**config.mk**
```make
export PLATFORM = sky130hd
export DESIGN_NAME = spi_frame_loader
export DESIGN_NICKNAME = d
export VERILOG_FILES = /design/src/rtl/spi_frame_loader.sv
export SDC_FILE = /design/constraint.sdc
export NUM_CORES = 1
export LEC_CHECK = 0
export ABC_AREA = 1
export BUFFER_PORTS_ARGS = -buffer_cell sky130_fd_sc_hd__buf_4
export CORE_ASPECT_RATIO = 0.6
export CORE_MARGIN = 5
export CORE_UTILIZATION = 54
export CTS_CLUSTER_SIZE = 10
export DETAILED_ROUTE_END_ITERATION = 6
export HOLD_SLACK_MARGIN = 0.15
export PLACE_DENSITY = 0.79
export SLEW_MARGIN = 0
export SYNTH_ARGS = -nofsm -noshare
export SYNTH_HDL_FRONTEND = slang
export SYNTH_SLANG_ARGS = --single-unit
```
**constraint.sdc**
```tcl
create_clock -name clk -period 1.75 [get_ports clk]
set_input_delay 0.35 -clock clk [delete_from_list [all_inputs] [get_ports clk]]
set_output_delay 0.35 -clock clk [all_outputs]
set_load 0.05 [all_outputs]
```
**src/rtl/spi_frame_loader.sv**
```systemverilog
// Framed SPI byte-stream parser: turns grid and move sections into register-file
// writes for the TPU, with frame-boundary detection and error reporting.
module spi_frame_loader #(
    parameter int WIDTH      = 8,
    parameter int HEIGHT     = 8,
    parameter int DATA_WIDTH = 8,
    parameter int MOVE_WIDTH = 16,
    parameter int MAX_MOVES  = 220,
    parameter logic [DATA_WIDTH-1:0] GRID_HEADER = 8'b11_01_01_01,
    parameter logic [DATA_WIDTH-1:0] MOVE_HEADER = 8'b11_10_10_10
) (
    input  logic                               clk,
    input  logic                               nrst,
    input  logic                               spi_iv,
    input  logic [DATA_WIDTH-1:0]              spi_id,
    output logic                               grid_we,
    output logic [$clog2(WIDTH*HEIGHT)-1:0]    grid_waddr,
    output logic [DATA_WIDTH-1:0]              grid_wdata,
    output logic                               move_we,
    output logic [$clog2(MAX_MOVES)-1:0]       move_waddr,
    output logic [MOVE_WIDTH-1:0]              move_wdata,
    output logic                               grid_done,
    output logic                               moves_done,
    output logic [$clog2(MAX_MOVES+1)-1:0]     move_count,
    output logic                               busy,
    output logic                               err,
    output logic [1:0]                         err_code
);

    localparam int NSQ = WIDTH * HEIGHT;
    localparam int BPM = MOVE_WIDTH / DATA_WIDTH;
    localparam int GAW = $clog2(NSQ);
    localparam int MAW = $clog2(MAX_MOVES);
    localparam int MCW = $clog2(MAX_MOVES + 1);
    localparam int BCW = (BPM > 1) ? $clog2(BPM) : 1;

    localparam logic [GAW-1:0] LAST_SQ = GAW'(NSQ - 1);
    localparam logic [BCW-1:0] LAST_B  = BCW'(BPM - 1);
    localparam logic [MCW-1:0] MAX_MC  = MCW'(MAX_MOVES);

    localparam logic [1:0] E_NONE  = 2'd0;
    localparam logic [1:0] E_HDR   = 2'd1;
    localparam logic [1:0] E_SHORT = 2'd2;
    localparam logic [1:0] E_OVF   = 2'd3;

    typedef enum logic [1:0] {
        S_IDLE,
        S_GRID,
        S_MOVES,
        S_DRAIN
    } state_t;

    state_t                 state_q, state_d;
    logic                   iv_q;
    logic [GAW-1:0]         sq_cnt_q, sq_cnt_d;
    logic [BCW-1:0]         b_cnt_q, b_cnt_d;
    logic [MOVE_WIDTH-1:0]  asm_q, asm_d;

    logic                   grid_we_q, grid_we_d;
    logic [GAW-1:0]         grid_waddr_q, grid_waddr_d;
    logic [DATA_WIDTH-1:0]  grid_wdata_q, grid_wdata_d;
    logic                   move_we_q, move_we_d;
    logic [MAW-1:0]         move_waddr_q, move_waddr_d;
    logic [MOVE_WIDTH-1:0]  move_wdata_q, move_wdata_d;
    logic                   grid_done_q, grid_done_d;
    logic                   moves_done_q, moves_done_d;
    logic [MCW-1:0]         move_count_q, move_count_d;
    logic                   busy_q, busy_d;
    logic                   err_q, err_d;
    logic [1:0]             err_code_q, err_code_d;
    logic [MOVE_WIDTH-1:0]  shifted;

    always_comb begin
        state_d      = state_q;
        sq_cnt_d     = sq_cnt_q;
        b_cnt_d      = b_cnt_q;
        asm_d        = asm_q;
        shifted      = MOVE_WIDTH'({asm_q, spi_id});
        grid_we_d    = 1'b0;
        grid_waddr_d = grid_waddr_q;
        grid_wdata_d = grid_wdata_q;
        move_we_d    = 1'b0;
        move_waddr_d = move_waddr_q;
        move_wdata_d = move_wdata_q;
        grid_done_d  = 1'b0;
        moves_done_d = 1'b0;
        move_count_d = move_count_q;
        err_d        = err_q;
        err_code_d   = err_code_q;

        // The first byte after a gap starts a new frame and wipes the previous report.
        if (spi_iv && !iv_q) begin
            err_d      = 1'b0;
            err_code_d = E_NONE;
        end

        unique case (state_q)
            S_IDLE: begin
                if (spi_iv) begin
                    if (spi_id == GRID_HEADER) begin
                        state_d  = S_GRID;
                        sq_cnt_d = '0;
                    end else if (spi_id == MOVE_HEADER) begin
                        state_d      = S_MOVES;
                        move_count_d = '0;
                        b_cnt_d      = '0;
                    end else begin
                        state_d    = S_DRAIN;
                        err_d      = 1'b1;
                        err_code_d = E_HDR;
                    end
                end
            end
            S_GRID: begin
                if (spi_iv) begin
                    grid_we_d    = 1'b1;
                    grid_waddr_d = sq_cnt_q;
                    grid_wdata_d = spi_id;
                    sq_cnt_d     = sq_cnt_q + 1'b1;
                    if (sq_cnt_q == LAST_SQ) begin
                        grid_done_d = 1'b1;
                        sq_cnt_d    = '0;
                        state_d     = S_IDLE;
                    end
                end else begin
                    state_d    = S_IDLE;
                    err_d      = 1'b1;
                    err_code_d = E_SHORT;
                end
            end
            S_MOVES: begin
                if (spi_iv) begin
                    asm_d   = shifted;
                    b_cnt_d = b_cnt_q + 1'b1;
                    if (b_cnt_q == LAST_B) begin
                        b_cnt_d = '0;
                        if (move_count_q < MAX_MC) begin
                            move_we_d    = 1'b1;
                            move_waddr_d = move_count_q[MAW-1:0];
                            move_wdata_d = shifted;
                            move_count_d = move_count_q + 1'b1;
                        end else begin
                            state_d    = S_DRAIN;
                            err_d      = 1'b1;
                            err_code_d = E_OVF;
                        end
                    end
                end else begin
                    // Section closes on the gap; a half-built move is dropped, not written.
                    moves_done_d = 1'b1;
                    state_d      = S_IDLE;
                    if (b_cnt_q != '0) begin
                        err_d      = 1'b1;
                        err_code_d = E_SHORT;
                    end
                end
            end
            S_DRAIN: begin
                if (!spi_iv) begin
                    state_d = S_IDLE;
                end
            end
            default: state_d = S_IDLE;
        endcase

        busy_d = (state_d != S_IDLE);
    end

    always_ff @(posedge clk or negedge nrst) begin
        if (!nrst) begin
            state_q      <= S_IDLE;
            iv_q         <= 1'b0;
            sq_cnt_q     <= '0;
            b_cnt_q      <= '0;
            asm_q        <= '0;
            grid_we_q    <= 1'b0;
            grid_waddr_q <= '0;
            grid_wdata_q <= '0;
            move_we_q    <= 1'b0;
            move_waddr_q <= '0;
            move_wdata_q <= '0;
            grid_done_q  <= 1'b0;
            moves_done_q <= 1'b0;
            move_count_q <= '0;
            busy_q       <= 1'b0;
            err_q        <= 1'b0;
            err_code_q   <= E_NONE;
        end else begin
            state_q      <= state_d;
            iv_q         <= spi_iv;
            sq_cnt_q     <= sq_cnt_d;
            b_cnt_q      <= b_cnt_d;
            asm_q        <= asm_d;
            grid_we_q    <= grid_we_d;
            grid_waddr_q <= grid_waddr_d;
            grid_wdata_q <= grid_wdata_d;
            move_we_q    <= move_we_d;
            move_waddr_q <= move_waddr_d;
            move_wdata_q <= move_wdata_d;
            grid_done_q  <= grid_done_d;
            moves_done_q <= moves_done_d;
            move_count_q <= move_count_d;
            busy_q       <= busy_d;
            err_q        <= err_d;
            err_code_q   <= err_code_d;
        end
    end

    assign grid_we    = grid_we_q;
    assign grid_waddr = grid_waddr_q;
    assign grid_wdata = grid_wdata_q;
    assign move_we    = move_we_q;
    assign move_waddr = move_waddr_q;
    assign move_wdata = move_wdata_q;
    assign grid_done  = grid_done_q;
    assign moves_done = moves_done_q;
    assign move_count = move_count_q;
    assign busy       = busy_q;
    assign err        = err_q;
    assign err_code   = err_code_q;

endmodule

```
==> out/results.ini <==
[global_routing]
grt_first_pass_wirelength_um=12860
grt_pass1_vias=2676
overflow=0
grtUsageTotal_pct=21.76
antenna_found_initial=0
grt_max_degree=34

[worst_setup_path]
cp.arrival_ns=1.84
r2r_start=state_q[1]
crit_type=register to register
slowest_delay_ns=0.49
r2r_slack_ns=0.15
start_kind=register
critical_path.most_common_cell=nand2_1
cp_top_family=simple AND/OR/NAND/NOR gates
end_kind=register
timing.rr.end=sq_cnt_q[4]
crit_path_max_fanout=8
critical-path-slowest-cell=dfrtp_1
critPathBufInv=1
cp.required_ns=1.99
path_cells=nor2_2, nand2_1, nand2_1, inv_1, nor2_1, a21oi_1
reg2regPathDepth=6

[floorplan]
core_um2=5675
dieArea_um2=7657
die_y_um=69.81
num_rows=21
die_w_um=109.7
start_util_pct=56.72
ioPinCount=65

[layout]
design_area_um2=4039
nFillCells=462
multi_input_area_um2=1215
drive_gt1_share_pct=22.86
syn_to_final_growth_pct=25.46
num-nets-final=463
final_cell_mix=nand2_1 (141), dfrtp_1 (72), buf_4 (71)
seq_area_um2=1802
final_common_cell=nand2_1
diodes=0

[synthesis]
syn-num-nets=389
synth-xor-area-share_pct=1.360
synthCells=376
postSynthAreaPerCell_um2=8.562
synth-simple-area-share_pct=28.37
ys_types=27
yosys_register_bits=72
synth_area_um2=3219
seq_area_frac_synth_pct=55.97
synth_compound_area_share_pct=7.229
muxShareOfSynthArea_pct=0
synth_top_family_by_area=simple AND/OR/NAND/NOR gates
ys_warn_count=0
synthAdderAreaFrac_pct=0.7773

[placement]
placed_area_um2=3794
numPortBuffers=64
gp_congestion=1.018
hpwl_um=5456

[power]
ir_worst_vdd_v=0.001349
powerDensity_nw_per_um2=1754
power_leakage_uw=0.002138

[clock_network]
htreeDepth=3
cts_inserted_buffers=9
clock_latency_ns=0.35
post_cts_resized=0
clk_pin_slew_ns=0.08
cts_sinks=72
tritoncts=done
clock-root-buffer=clkbuf_8
cts.path.max_buffers=2

[sta]
setup_tns_ns=0
fin_crit_sh_pct=91.67
rsz0062_at_grt=no
fin_skew_ns=0.005384
period_needed_ns=1.604
final_hold_viol_count=0
setup_viol=0
tightest_slew_ns=0.3919
maxSlewViolCount=0
slew_headroom_pct=73.87
fmax_mhz=623.3

[hold_path]
whs_endpoint=iv_q
hold_path_class=input port to register
hp-start=spi_iv
hold_depth=1

[run_status]
outcome=finished, final reports clean

[detailed_routing]
dr.pass1.iters=5
drc=0
routed_wl_um=7550
ant_nets=0
vias=2694
vias_per_cell=5.036
first_iter_violations=239
drt-wirelength-per-cell_um=14.11

[run]
drv_cap=0

-- logic make-up (layout without fill, tap and decap cells) --
group                      Yosys count  in the layout
xor gates and xnor gates             5              5
AOI/OAI and AO/OA                   45             45
adders and majority gates            2              2
DFF                                 72             72
buffers and inverters               43            122
and+or+nand+nor                    209            209
-- cells in the mapped netlist, drive strengths merged --
cell	count	area, µm²
nand2	148	588.1
dfrtp	72	1802
o21ai	38	190.2
inv	33	123.9
nor2	30	132.6
nand3	20	130.1
buf	9	75.06
nand4	5	31.28
nor3	5	25.02
a21oi	4	20.02
xor2	3	26.28
a21boi	2	15.01
ha	2	25.02
xnor2	2	17.52
clkbuf	1	3.750
o21a	1	7.510
or2	1	6.260
-- power by group --
group / internal, µW / leakage [µW] / switching (µW)
clock network: 942 / 0.000116 / 615
logic: 838 / 0.00108 / 2140
registers: 2180 / 0.000944 / 365
-- worst max path at each step --
stage / startpoint / endpoint / slack [ns] / cells past startpoint
6_report: state_q[1] / sq_cnt_q[4] / 0.15 / 6
5_1_grt: sq_cnt_q[0] / busy / 0.06 / 8
4_1_cts: state_q[1] / sq_cnt_q[4] / 0.20 / 6
3_5_place_dp: spi_id[3] / sq_cnt_q[4] / 0.21 / 9
3_3_place_gp: state_q[1] / move_wdata[9] / 0.27 / 6
2_1_floorplan: move_count[3] / move_waddr[2] / 0.16 / 8
-- registers in the layout, summed over array words and instances (netlist names) --
signal,flops
iv_q,1
moves_done,1
grid_wdata,8
move_we,1
state_q,2
grid_done,1
move_count,8
move_waddr,8
err,1
asm_q,8
grid_we,1
move_wdata,16
busy,1
err_code,2
b_cnt_q,1
sq_cnt_q,6
grid_waddr,6
-- metrics by stage --
stage          util [%]  hold slack (ns)  setup WS (ns)  std cells  total power, µW
6_report          71.16           0.2417         0.1458        535             7085
5_1_grt           71.16           0.2188        0.06179        535             7488
4_1_cts           71.16           0.2219         0.2037        535             7125
3_5_place_dp      66.84           0.3031         0.2113        518             5549
3_3_place_gp      66.84           0.2986         0.2714        518             5491
2_1_floorplan         -          0.05441         0.1646        376             4601
-- what timing repair did --
| action | in CTS | in global routing |
|---|---|---|
| hold buffers | 1 | 0 |
| buffers inserted | 0 | 0 |
| hold endpoints to repair | 28 | 0 |
| endpoints found under the setup margin | 0 | 0 |
-- worst register-to-register path, stage by stage (launching register included) --
cell	delay, ns
dfrtp_1	0.49
nor2_2	0.20
nand2_1	0.20
nand2_1	0.26
inv_1	0.15
nor2_1	0.15
a21oi_1	0.06
-- layer usage --
metal | vias to the layer above | track usage [%] | wire [µm]
met5 | - | 0 | 0
li1 | 1327 | - | -
met4 | 0 | 6.224 | 89
met3 | 10 | 8.930 | 754
met2 | 112 | 30.90 | 3229
met1 | 1245 | 30.47 | 3476
-- layout make-up --
class	instances	area share, %
clock buffer	10	3.160
clock inverter	6	2.664
inverter	33	3.067
multi-input combinational	261	30.08
sequential	72	44.61
tap	80	2.478
timing repair buffer	73	13.94
(Power assumes the default switching activity.)
